===== src/rtl/lcd_bus_responder.sv =====
// lcd_bus_responder: display end of the HD44780-style 8-bit LCD bus.
// Decodes bus accesses, holds DDRAM and the address counter, models busy time.
module lcd_bus_responder #(
    parameter int unsigned CMD_CYCLES   = 2000,
    parameter int unsigned CLEAR_CYCLES = 76500,
    parameter int unsigned SYNC_STAGES  = 2
) (
    input  logic       clk_clk,
    input  logic       reset_reset_n,
    input  logic       lcd_E,
    input  logic       lcd_RS,
    input  logic       lcd_RW,
    input  logic [7:0] lcd_data_in,
    output logic [7:0] lcd_data_out,
    output logic       lcd_data_oe,
    output logic       busy,
    output logic       cmd_strobe,
    output logic       cmd_rs,
    output logic [7:0] cmd_byte,
    output logic       write_err,
    input  logic [6:0] dbg_addr,
    output logic [7:0] dbg_char
);
    localparam int unsigned MAXC =
        (CLEAR_CYCLES > CMD_CYCLES) ? CLEAR_CYCLES : CMD_CYCLES;
    localparam int unsigned CW = $clog2(MAXC + 1);
    localparam logic [CW-1:0] CMD_LOAD = CW'(CMD_CYCLES);
    localparam logic [CW-1:0] CLR_LOAD = CW'(CLEAR_CYCLES);
    localparam logic [CW-1:0] CNT_ONE  = CW'(1);
    localparam logic [6:0] LAST_IDX = 7'd79;

    typedef enum logic [1:0] {
        ST_IDLE,
        ST_EXEC,
        ST_CLEAR,
        ST_INIT
    } state_e;

    function automatic logic is_mapped(input logic [6:0] a);
        return (a < 7'h28) || ((a >= 7'h40) && (a < 7'h68));
    endfunction

    function automatic logic [6:0] to_idx(input logic [6:0] a);
        return a[6] ? (a - 7'd24) : a;
    endfunction

    function automatic logic [6:0] ac_step(input logic [6:0] a, input logic inc);
        logic [6:0] r;
        if (inc) begin
            r = (a == 7'h27) ? 7'h40 : (a == 7'h67) ? 7'h00 : a + 7'd1;
        end else begin
            r = (a == 7'h00) ? 7'h67 : (a == 7'h40) ? 7'h27 : a - 7'd1;
        end
        return r;
    endfunction

    logic [10:0]   sync_q [SYNC_STAGES];
    logic          e_prev_q;
    logic          e_s, rs_s, rw_s, e_rise, e_fall;
    logic [7:0]    d_s;

    state_e        state_q, state_d;
    logic [CW-1:0] cnt_q, cnt_d;
    logic [6:0]    idx_q, idx_d;
    logic          init_req_q, init_req_d;
    logic [6:0]    ac_q, ac_d;
    logic          id_q, id_d;
    logic [2:0]    func_q, func_d;
    logic [2:0]    disp_q, disp_d;
    logic          rs_lat_q, rs_lat_d;
    logic          rw_lat_q, rw_lat_d;
    logic [7:0]    dout_q, dout_d;
    logic          oe_q, oe_d;
    logic          strobe_q, strobe_d;
    logic          cmd_rs_q, cmd_rs_d;
    logic [7:0]    cmd_byte_q, cmd_byte_d;
    logic          err_q, err_d;
    logic [7:0]    dbg_q;

    logic [7:0]    ddram_q [80];
    logic          mem_we;
    logic [6:0]    mem_idx;
    logic [7:0]    mem_wdata;

    logic          busy_w, ac_ok;
    logic [6:0]    ac_idx;
    logic [7:0]    ac_byte;
    logic          unused_cfg;

    assign e_s    = sync_q[SYNC_STAGES-1][10];
    assign rs_s   = sync_q[SYNC_STAGES-1][9];
    assign rw_s   = sync_q[SYNC_STAGES-1][8];
    assign d_s    = sync_q[SYNC_STAGES-1][7:0];
    assign e_rise = e_s & ~e_prev_q;
    assign e_fall = ~e_s & e_prev_q;

    assign busy_w  = (state_q != ST_IDLE);
    assign ac_ok   = is_mapped(ac_q);
    assign ac_idx  = to_idx(ac_q);
    assign ac_byte = ac_ok ? ddram_q[ac_idx] : 8'h00;

    // Display/function settings are held for completeness but drive nothing.
    assign unused_cfg = ^{func_q, disp_q};

    always_ff @(posedge clk_clk or negedge reset_reset_n) begin
        if (!reset_reset_n) begin
            for (int i = 0; i < SYNC_STAGES; i++) sync_q[i] <= '0;
            e_prev_q <= 1'b0;
        end else begin
            sync_q[0] <= {lcd_E, lcd_RS, lcd_RW, lcd_data_in};
            for (int i = 1; i < SYNC_STAGES; i++) sync_q[i] <= sync_q[i-1];
            e_prev_q <= e_s;
        end
    end

    always_comb begin
        state_d    = state_q;
        cnt_d      = cnt_q;
        idx_d      = idx_q;
        init_req_d = init_req_q;
        ac_d       = ac_q;
        id_d       = id_q;
        func_d     = func_q;
        disp_d     = disp_q;
        rs_lat_d   = rs_lat_q;
        rw_lat_d   = rw_lat_q;
        dout_d     = dout_q;
        oe_d       = oe_q;
        strobe_d   = 1'b0;
        cmd_rs_d   = cmd_rs_q;
        cmd_byte_d = cmd_byte_q;
        err_d      = err_q;
        mem_we     = 1'b0;
        mem_idx    = idx_q;
        mem_wdata  = 8'h20;

        unique case (state_q)
            ST_IDLE: begin
                if (init_req_q) begin
                    state_d    = ST_INIT;
                    idx_d      = '0;
                    init_req_d = 1'b0;
                end
            end
            ST_EXEC: begin
                cnt_d = (cnt_q != '0) ? cnt_q - CNT_ONE : '0;
                if (cnt_q <= CNT_ONE) state_d = ST_IDLE;
            end
            ST_CLEAR: begin
                cnt_d = (cnt_q != '0) ? cnt_q - CNT_ONE : '0;
                if (idx_q <= LAST_IDX) begin
                    mem_we = 1'b1;
                    idx_d  = idx_q + 7'd1;
                end
                if (cnt_q <= CNT_ONE) state_d = ST_IDLE;
            end
            ST_INIT: begin
                mem_we = 1'b1;
                idx_d  = idx_q + 7'd1;
                if (idx_q == LAST_IDX) state_d = ST_IDLE;
            end
            default: state_d = ST_IDLE;
        endcase

        if (e_rise) begin
            rs_lat_d = rs_s;
            rw_lat_d = rw_s;
            if (rw_s) begin
                oe_d   = 1'b1;
                dout_d = rs_s ? ac_byte : {busy_w, ac_q};
            end
        end

        // Busy is taken from the state register, i.e. before this cycle's decrement.
        if (e_fall) begin
            oe_d = 1'b0;
            if (rw_lat_q) begin
                if (rs_lat_q && !busy_w) ac_d = ac_step(ac_q, id_q);
            end else if (busy_w || init_req_q) begin
                err_d = 1'b1;
            end else begin
                strobe_d   = 1'b1;
                cmd_rs_d   = rs_lat_q;
                cmd_byte_d = d_s;
                state_d    = ST_EXEC;
                cnt_d      = CMD_LOAD;
                if (rs_lat_q) begin
                    mem_we    = ac_ok;
                    mem_idx   = ac_idx;
                    mem_wdata = d_s;
                    ac_d      = ac_step(ac_q, id_q);
                end else begin
                    priority casez (d_s)
                        8'b1???????: ac_d = d_s[6:0];
                        8'b01??????: begin end
                        8'b001?????: func_d = d_s[4:2];
                        8'b0001????: begin end
                        8'b00001???: disp_d = d_s[2:0];
                        8'b000001??: id_d = d_s[1];
                        8'b0000001?: ac_d = 7'h00;
                        8'b00000001: begin
                            ac_d    = 7'h00;
                            id_d    = 1'b1;
                            state_d = ST_CLEAR;
                            cnt_d   = CLR_LOAD;
                            idx_d   = '0;
                        end
                        8'b00000000: begin end
                    endcase
                end
            end
        end
    end

    always_ff @(posedge clk_clk or negedge reset_reset_n) begin
        if (!reset_reset_n) begin
            state_q    <= ST_IDLE;
            cnt_q      <= '0;
            idx_q      <= '0;
            init_req_q <= 1'b1;
            ac_q       <= 7'h00;
            id_q       <= 1'b1;
            func_q     <= '0;
            disp_q     <= '0;
            rs_lat_q   <= 1'b0;
            rw_lat_q   <= 1'b0;
            dout_q     <= 8'h00;
            oe_q       <= 1'b0;
            strobe_q   <= 1'b0;
            cmd_rs_q   <= 1'b0;
            cmd_byte_q <= 8'h00;
            err_q      <= 1'b0;
            dbg_q      <= 8'h00;
        end else begin
            state_q    <= state_d;
            cnt_q      <= cnt_d;
            idx_q      <= idx_d;
            init_req_q <= init_req_d;
            ac_q       <= ac_d;
            id_q       <= id_d;
            func_q     <= func_d;
            disp_q     <= disp_d;
            rs_lat_q   <= rs_lat_d;
            rw_lat_q   <= rw_lat_d;
            dout_q     <= dout_d;
            oe_q       <= oe_d;
            strobe_q   <= strobe_d;
            cmd_rs_q   <= cmd_rs_d;
            cmd_byte_q <= cmd_byte_d;
            err_q      <= err_d;
            dbg_q      <= is_mapped(dbg_addr) ? ddram_q[to_idx(dbg_addr)] : 8'h00;
        end
    end

    // DDRAM has no reset port; the post-reset init loop fills it with spaces.
    always_ff @(posedge clk_clk) begin
        if (mem_we) ddram_q[mem_idx] <= mem_wdata;
    end

    assign lcd_data_out = dout_q;
    assign lcd_data_oe  = oe_q;
    assign busy         = busy_w;
    assign cmd_strobe   = strobe_q;
    assign cmd_rs       = cmd_rs_q;
    assign cmd_byte     = cmd_byte_q;
    assign write_err    = err_q;
    assign dbg_char     = dbg_q;

endmodule


===== config.mk =====
export PLATFORM = sky130hd
export DESIGN_NAME = lcd_bus_responder
export DESIGN_NICKNAME = d
export VERILOG_FILES = /design/src/rtl/lcd_bus_responder.sv
export SDC_FILE = /design/constraint.sdc
export NUM_CORES = 1
export LEC_CHECK = 0
export BUFFER_PORTS_ARGS = -buffer_cell sky130_fd_sc_hd__buf_2
export CORE_ASPECT_RATIO = 0.8
export CORE_MARGIN = 4
export CORE_UTILIZATION = 51
export CTS_CLUSTER_DIAMETER = 80
export DETAILED_ROUTE_END_ITERATION = 16
export GPL_ROUTABILITY_DRIVEN = 0
export HOLD_SLACK_MARGIN = 0.03
export PLACE_DENSITY = 0.69
export REMOVE_ABC_BUFFERS = 1
export SYNTH_ARGS = -nofsm -noshare
export SYNTH_HDL_FRONTEND = slang
export SYNTH_SLANG_ARGS = --single-unit

===== constraint.sdc =====
create_clock -name clk_clk -period 3.96 [get_ports clk_clk]
set_input_delay 0.594 -clock clk_clk [delete_from_list [all_inputs] [get_ports clk_clk]]
set_output_delay 0.594 -clock clk_clk [all_outputs]
set_load 0.05 [all_outputs]

Yosys cells after proc, flatten, opt, wreduce, memory -nomap -nowiden
Memory sizes are Yosys's and may differ from the RTL's.
Cells that the tools add are included.

cells by class
  add/sub/neg operators = 6
  $mul = 0
  div/mod/pow operators = 0
  $lt $le $gt $ge = 8
  eq/ne operators = 12
  shifts and indexed selects = 0
  mux-type cells = 62
  bitwise operators = 7
  reduce and logical (&&, ||, !) cells = 23

operators with widths
  cell                                                      number
  2-to-1 mux 7 bit                                          22
  2-to-1 mux 17 bit                                         7
  2-to-1 mux 8 bit                                          7
  == test 7 bit, second input constant                      3
  case mux 7 bit (3 select lines)                           1
  <= comparator 17 x 1 -> 1 bit, second input constant      1
  nonzero test 17 bit                                       1
  subtractor 17 x 1 -> 17 bit, second input constant        1
  2-to-1 mux 2 bit                                          8
  adder 7 x 1 -> 7 bit, second input constant               2
  greater-or-equal comparator 7 bit, second input constant  2
  < comparator 7 x 6 -> 1 bit, second input constant        2
  < comparator 7 bit, second input constant                 2
  case mux 7 bit (2 select lines)                           1
  subtractor 7 x 5 -> 7 bit, second input constant          2
  2-to-1 mux 1 bit                                          13
  == test 8 x 1 -> 1 bit, second input constant             1
  nonzero test 2 bit                                        4
  == test 7 x 1 -> 1 bit, second input constant             1
  == test 7 x 6 -> 1 bit, second input constant             1
  <= comparator 7 bit, second input constant                1
  zero test 7 bit                                           1
  subtractor 7 x 1 -> 7 bit, second input constant          1
  == test 6 x 1 -> 1 bit, second input constant             1
  other kinds (18)                                          32

word-level totals
  register bits = 88
  latch bits = 0
  memory bits (writable) = 640
  memory bits (read-only) = 0
  input bits = 20
  output and inout bits = 29
  word-level logic and storage cells = 137
  memories kept = 1

memories
  name     words  bits a word  read ports  clocked after Yosys merged registers in  wr ports  line  source
  ddram_q  80     8            2           0                                        1         80    logic [7:0] ddram_q [80];

Depth between registers and ports, before layout
Gate-level depths: netlist of the first run.

  depth after elaboration = 9
  gate-level depth with buffers = 13
  depth with buffers taken out = 9

Worst setup path before layout of the first run
Ideal clock, no wire load.

  kind = register to register
  from = register state_q[0]
  to = memory ddram_q[0][4] (data pin)
  setup time = 574 ps
  arrival = 3126 ps
  required time = 3386 ps
  path slack = 259 ps
  cell stages (with the launch flop) = 8
  path buffers = 1
  clock period less this slack = 3701 ps
  cells stage by stage = dfrtp_1 -> inv_1 -> ha_1 -> buf_2 -> nand3b_2 -> inv_2 -> nand2_1 -> nor2_1

between the ends
  longest elaborated chain between the ends = 5

RTL lines
  item                      line  source
  start: declaration        62    state_e state_q, state_d;
  start signal: assignment  235   state_q <= state_d;
  nonzero test 2 bit        97    assign busy_w = (state_q != ST_IDLE);
  logical OR 1 bit          179   end else if (busy_w || init_req_q) begin
  2-to-1 mux 8 bit          179
  2-to-1 mux 8 bit          177   if (rw_lat_q) begin
  2-to-1 mux 8 bit          175   if (e_fall) begin
  net mem_wdata[4]          83    logic [7:0] mem_wdata;
  end: declaration          80

The timed path passes the listed nets, and every way through them passes these cells.

Worst setup path in the final report of the first run
  from = register state_q[0]
  to = memory ddram_q[28][6] (enable)

between the ends
  longest elaborated chain between the ends = 8
  elaborated cells between the ends (all ways) = 14

RTL lines
  item                                    line  source
  == test 2 bit                           137   unique case (state_q)
  case mux 1 bit (2 select lines)         137
  2-to-1 mux 1 bit                        187   if (rs_lat_q) begin
  2-to-1 mux 1 bit                        179
  2-to-1 mux 1 bit                        177
  2-to-1 mux 1 bit                        175
  2-to-1 mux 1 bit                        257   if (mem_we) ddram_q[mem_idx] <= mem_wdata;
  2-to-1 mux 1 bit (implied by the code)  257

Several ways; a longest one is shown, not always the timed one.

==> results.ini, run 1 <==
[run_status]
status = complete, no violations

[grt]
grt_use_total_pct = 27.87
grt_max_degree = 98
grt_remaining_overflow = 0
antenna_found_initial = 2
grt_pass1_wl_um = 149800
grt_pass1_vias = 21920

[layout]
diodes = 0
most-common-layout-cells = edfxtp_1 (640), mux4_2 (280), nand2_1 (168), mux2i_1 (138), nor2_1 (120)
final_common_cell = edfxtp_1
areaGrowthSynthToFinish_pct = 11.95
drive_gt1_share_pct = 26.64
fin_nets = 2304

[clock_network]
cts_tree = yes
path_clk_slew_ns = 0.07
htree_num_levels = 3
clkSinkCount = 728
post-cts-setup-buffers = 0
numCtsBuffers = 73
cts_buffer_depth = 3
post_cts_resize_count = 0
ctsRootBufferMaster = clkbuf_16
clock_latency_ns = 0.66

[setup_path]
worstRegToRegCells = 9
end_kind = flip-flop
path_class = reg -> reg
cp.arrival_ns = 3.90
start_kind = flip-flop
crit_fanout = 28
required_ns = 4.22

[detailed_routing]
drcViolationCount = 0
viasPerCell = 6.807
wl_um = 101000
ant_nets = 0
drt_iter0_drc = 3050
vias = 22060
drt-pass1-iter-count = 5
wl_per_cell_um = 31.18

[floorplanning]
rows = 85
initial_utilization_pct = 51.86
core_area_um2 = 67750
ioPinCount = 49
fp.dieH_um = 242.8
fp.dieW_um = 301.4
die_area_um2 = 73180

[worst_hold_path]
min_path_cells = 1
holdCritPathClass = in -> reg

[sta]
finClkSkew_ns = 0.03842
fmax_mhz = 274.4
maxSlewHeadroom_pct = 21.40
finalHoldViolCount = 0
final-max-slew-violation-count = 0
final.setup.tns_ns = 0
min_period_over_period_pct = 92.03
rsz0062_at_grt = no
final.min_clock_period_ns = 3.644
finalSetupViolations = 0
postLayoutSetupSlackWorst_ns = 0.3155
tightestPinTransition_ns = 1.174

[yosys]
yosys.area_share.adder_pct = 0.6054
async_flop_share_pct = 12.09
synth_ff_type = edfxtp_1
synth.avg_cell_area_um2 = 16.15
synth_edf_count = 640
synthesis.area_um2 = 35130
ys_types = 72
yosysWarnings = 0
synth-seq-cells = 728
synth_top_family_by_area = multiplexers
synth-simple-area-share_pct = 5.944
syn_inst = 2176
synthXorXnorAreaFrac_pct = 0.4986
synthMuxAreaShare_pct = 22.52
synth_compound_area_share_pct = 6.724
ys_seq_area_share_pct = 60.98

[power]
power.density_nw_per_um2 = 590.3
power_leakage_uw = 0.01330
ir_drop_mv = 0.4586

[place]
hpwl_um = 66170
io_buffers = 48
dpl_worst_slack_ns = 0.3599

[flow_run]
cap_viol_max_count = 0

## worst paths after layout
kind                                       from                        to  slack (ns)
max                        state_q[0]$_DFF_PN0_  ddram_q[28][6]$_DFFE_PP_        0.32
min                              lcd_data_in[2]      sync_q[13]$_DFF_PN0_        0.06
max reg2reg                state_q[0]$_DFF_PN0_  ddram_q[28][6]$_DFFE_PP_        0.32
min reg2reg                sync_q[13]$_DFF_PN0_          d_s[2]$_DFF_PN0_        0.35
max in group asynchronous         reset_reset_n       cnt_q[14]$_DFF_PN0_        3.03
min in group asynchronous         reset_reset_n      sync_q[21]$_DFF_PN0_        0.08
## per-stage QoR
step / utilization (%) / power (uW) / std cells / hold WS (ns) / cell area (um^2)
5_1_grt: 58.06 / 24040 / 3240 / 0.03962 / 39330
3_5_place_dp: 54.42 / 16270 / 3096 / 0.3355 / 36860
6_report: 58.06 / 23220 / 3240 / 0.06157 / 39330
2_1_floorplan: - / 13340 / 2017 / 0.2984 / 34280
3_3_place_gp: 54.42 / 16200 / 3096 / 0.3356 / 36860
4_1_cts: 58.06 / 23140 / 3240 / 0.03422 / 39330
## metal layers
layer | global-route usage, % | part of all wire (%)
met1 | 39.76 | 39
met3 | 8.872 | 12
met5 | 0 | 0.026
met4 | 8.890 | 3.6
met2 | 41.20 | 45
## registers in the layout, indices dropped and copies added (netlist names), 2 cells and up
signal	cells
idx_q	7
dbg_char	8
ddram_q	640
cnt_q	17
lcd_data_out	8
sync_q	11
d_s	8
cmd_byte	8
state_q	2
ac_q	7
## where the power goes
group / internal (uW) / switching, uW / leakage (uW)
registers: 8530 / 455 / 0.00703
clock network: 3820 / 3090 / 0.00116
logic: 2700 / 4620 / 0.00511
## worst max-delay path, stage by stage, from the launching register on
cell	delay, ns
dfrtp_1	0.40
inv_1	0.10
ha_1	0.33
nand3b_2	0.15
inv_2	0.13
and2_1	0.23
buf_4	0.24
o31ai_1	0.42
o311ai_4	0.41
nor2_1	0.81
## synth_stat cells (all sizes together), types with 13 or more instances
cell type | n | area, um^2
a211oi | 19 | 142.6
nor2b | 34 | 215.2
nand2 | 168 | 630.6
mux4 | 280 | 6306
o2111ai | 26 | 227.7
nand2b | 13 | 81.33
nand3 | 49 | 245.2
o211ai | 21 | 157.7
mux2i | 139 | 1391
inv | 29 | 108.9
ha | 17 | 212.7
o21ai | 35 | 175.2
edfxtp | 640 | 19220
a22oi | 41 | 307.8
nor2 | 122 | 457.9
buf | 89 | 588.1
a21oi | 67 | 335.3
clkbuf | 70 | 262.8
dfrtp | 86 | 2152
a31oi | 22 | 137.6
mux2 | 19 | 214.0
nor3 | 16 | 80.08
## layout make-up
| type | count | area, um^2 |
|---|---|---|
| inverters | 29 | 108.9 |
| multi-input cells | 1260 | 12860 |
| clock buffers | 94 | 1991 |
| flip-flops and latches | 728 | 21430 |
| clock inverters | 41 | 386.6 |
| well taps | 913 | 1142 |
| repair buffers | 175 | 1409 |
| fillers | 5096 | 28410 |
## cell families (layout without fill, tap and decap cells)
family / Yosys count / after routing
adders and majority gates: 17 / 17
xor gates and xnor gates: 20 / 20
buffers and inverters: 188 / 339
and+or+nand+nor: 457 / 457
muxes: 438 / 438
AOI/OAI and AO/OA: 328 / 328
DFF: 728 / 728
## timing repair
action                                 4_1_cts  5_1_grt
endpoints found under the hold margin        9        0
hold buffers                                 9        0
setup endpoints to repair                    0        0
(Power assumes the default switching activity.)
==> run 2, diff against run 1 <==
--- a/config.mk
+++ b/config.mk
@@ -6,7 +6,7 @@
 export NUM_CORES = 1
 export LEC_CHECK = 0
 export BUFFER_PORTS_ARGS = -buffer_cell sky130_fd_sc_hd__buf_2
-export CORE_ASPECT_RATIO = 0.8
+export CORE_ASPECT_RATIO = 1.4
 export CORE_MARGIN = 4
 export CORE_UTILIZATION = 51
 export CTS_CLUSTER_DIAMETER = 80
==> results.ini, run 2 (synthesis results as in run 1) <==
[run_status]
status = complete, no violations

[layout]
finish.utilization_pct = 57.44  ; -0.62 points
areaGrowthSynthToFinish_pct = 11.19
fillers = 5138  ; +0.82%
fin_nets = 2281  ; -1.0%
most-common-layout-cells = edfxtp_1 (640), mux4_2 (280), nand2_1 (168), mux2i_1 (138), nor2_1 (120)
final_common_cell = edfxtp_1
top_register = ddram_q
drive_gt1_share_pct = 26.35  ; -0.29 points
regArea_um2 = 21430  ; unchanged
multiInputGateArea_um2 = 12860  ; about the same
top_regs = ddram_q (640), cnt_q (17), sync_q (11)
largest_register_ffs = 640  ; unchanged
stdcell_area_um2 = 39060  ; -0.68%

[worst_hold_path]
min_path_cells = 1  ; unchanged
holdCritPathClass = in -> reg
holdPathEnd = sync_q[18]$_DFF_PN0_
min_from = lcd_data_in[7]

[floorplanning]
fp.dieW_um = 229.8  ; -24%
die_area_um2 = 73210  ; about the same
core_area_um2 = 68010  ; +0.38%
fp.dieH_um = 318.6  ; +31%
rows = 113  ; +33%
ioPinCount = 49  ; unchanged
initial_utilization_pct = 51.66  ; -0.20 points

[setup_path]
end_kind = flip-flop
cp_slowest_stage_delay_ns = 1.03  ; +0.22 ns
worst_path_max_delay_cell = o311ai_2
path_class = reg -> reg
required_ns = 4.20  ; -0.02 ns
cp.arrival_ns = 3.81  ; -0.09 ns
start_kind = flip-flop
timing.rr.start = idx_q[0]$_DFF_PN0_
rrSetupSlack_ns = 0.39  ; +0.07 ns
worstRegToRegCells = 7  ; -2
crit_fanout = 11  ; -61%
r2r-end = ddram_q[66][5]$_DFFE_PP_
cp_cell_sequence = ha_1 > nand2b_1 > o21ai_1 > a21boi_2 > buf_4 > o311ai_2 > nor2_1

[sta]
finClkSkew_ns = 0.02622  ; -0.01220 ns
maxSlewHeadroom_pct = 12.89  ; -8.5 points
rsz0062_at_grt = no
final.min_clock_period_ns = 3.573  ; -0.07160 ns
tightestPinTransition_ns = 1.304  ; +0.1306 ns
final-max-slew-violation-count = 0  ; unchanged
fmax_mhz = 279.9  ; +2.0%
min_period_over_period_pct = 90.22  ; -1.8 points
finalHoldViolCount = 0  ; unchanged
finalSetupViolations = 0  ; unchanged

[clock_network]
ctsRootBufferMaster = clkbuf_16
post-cts-setup-buffers = 0  ; unchanged
cts_tree = yes
path_clk_slew_ns = 0.06  ; about the same
numCtsBuffers = 71  ; -2.7%
htree_num_levels = 3  ; unchanged
post_cts_resize_count = 0  ; unchanged
hold_buffers = 0  ; -9
cts_buffer_depth = 3  ; unchanged
clkSinkCount = 728  ; unchanged
clock_latency_ns = 0.62  ; -0.04 ns

[grt]
grt_use_total_pct = 27.59  ; -0.28 points
grt_max_degree = 95  ; -3.1%
grt_pass1_vias = 21940  ; +0.10%
grt_remaining_overflow = 0  ; unchanged
antenna_found_initial = 3  ; +1
grt_pass1_wl_um = 149400  ; -0.26%

[power]
power.density_nw_per_um2 = 595.5  ; +0.88%
ir_drop_mv = 0.4674  ; +1.9%
power_leakage_uw = 0.01317  ; -0.93%

[detailed_routing]
drcViolationCount = 0  ; unchanged
drt_iter0_drc = 2640  ; -13%
viasPerCell = 6.747  ; -0.89%
wl_per_cell_um = 31.31  ; +0.41%
vias = 21700  ; -1.6%
ant_nets = 0  ; unchanged
drt-pass1-iter-count = 5  ; unchanged
wl_um = 100700  ; -0.30%

[place]
post_dp_cell_area_um2 = 36700  ; -0.45%
io_buffers = 48  ; unchanged
hpwl_um = 68530  ; +3.6%

[flow_run]
cap_viol_max_count = 0  ; unchanged

run 2: cell count changes in the layout (fill, tap and decap cells not counted), moves of 3 or more:
cell           previous run  this run
buf_4                   107        98
buf_12                   14         9
clkbuf_1                 13         9
clkinv_1                 10         6
clkbuf_8                  4        10
inv_16                    3         0
dlygate4sd3_1             9         0
clkinv_4                  5         1
run 2: worst max path at each step:
stage / start / endpoint / slack [ns] / cells past startpoint
floorplan: ac_q[0]$_DFFE_PN0P_ / ac_q[3]$_DFFE_PN0P_ / -6.98 / 8
global placement: e_s$_DFF_PN0_ / ddram_q[38][3]$_DFFE_PP_ / 0.37 / 9
detailed placement: e_s$_DFF_PN0_ / ddram_q[65][7]$_DFFE_PP_ / 0.33 / 9
CTS: e_s$_DFF_PN0_ / ddram_q[25][7]$_DFFE_PP_ / 0.27 / 9
global route: e_s$_DFF_PN0_ / ddram_q[4][0]$_DFFE_PP_ / 0.18 / 10
finish: idx_q[0]$_DFF_PN0_ / ddram_q[66][5]$_DFFE_PP_ / 0.39 / 7
run 2: per-layer routing:
layer  vias to the layer above  part of all wire, %  GRT usage [%]
li1                       8974                    -              -
met1                     11210                   35          35.04
met2                      1216                   50          45.96
met3                       298                  8.5          5.172
met4                         4                  5.9          13.56
met5                         -                0.027              0
run 2: worst max-delay path, delay by kind of cell, from the launching register on:
family	cells	cell delay [ns]
flops	1	0.48
compound gates	3	1.57
buf+inv	1	0.23
fa+ha+maj	1	0.28
simple gates	2	0.65
run 2: per-stage QoR:
step | cells | TNS, ns | total power [uW] | setup WS [ns] | hold slack (ns)
after floorplan | 2017 | -3701.66 | 13340 | -6.975 | 0.2984
after global placement | 3089 | 0 | 16370 | 0.3727 | 0.3336
after detailed placement | 3090 | 0 | 16430 | 0.3322 | 0.3347
after CTS | 3215 | 0 | 23200 | 0.2675 | 0.05514
after global routing | 3216 | 0 | 24030 | 0.1762 | 0.06439
final | 3217 | 0 | 23260 | 0.3871 | 0.08010
run 2: cell type report:
cell class                      instances  share of cell area [%]
Inverter                               29                  0.2787
Clock buffer                           93                   5.179
Tap cell                              920                   2.947
Clock inverter                         32                  0.8136
Multi-Input combinational cell       1260                   32.91
Sequential cell                       728                   54.86
Antenna cell                            1                0.006406
Timing Repair Buffer                  154                   3.004
run 2: report_power, final:
part	total (uW)	switching [uW]	internal [uW]
combinational	7450	4700	2750
clock	6830	2890	3940
sequential	8980	444	8530
total	23300	8040	15200
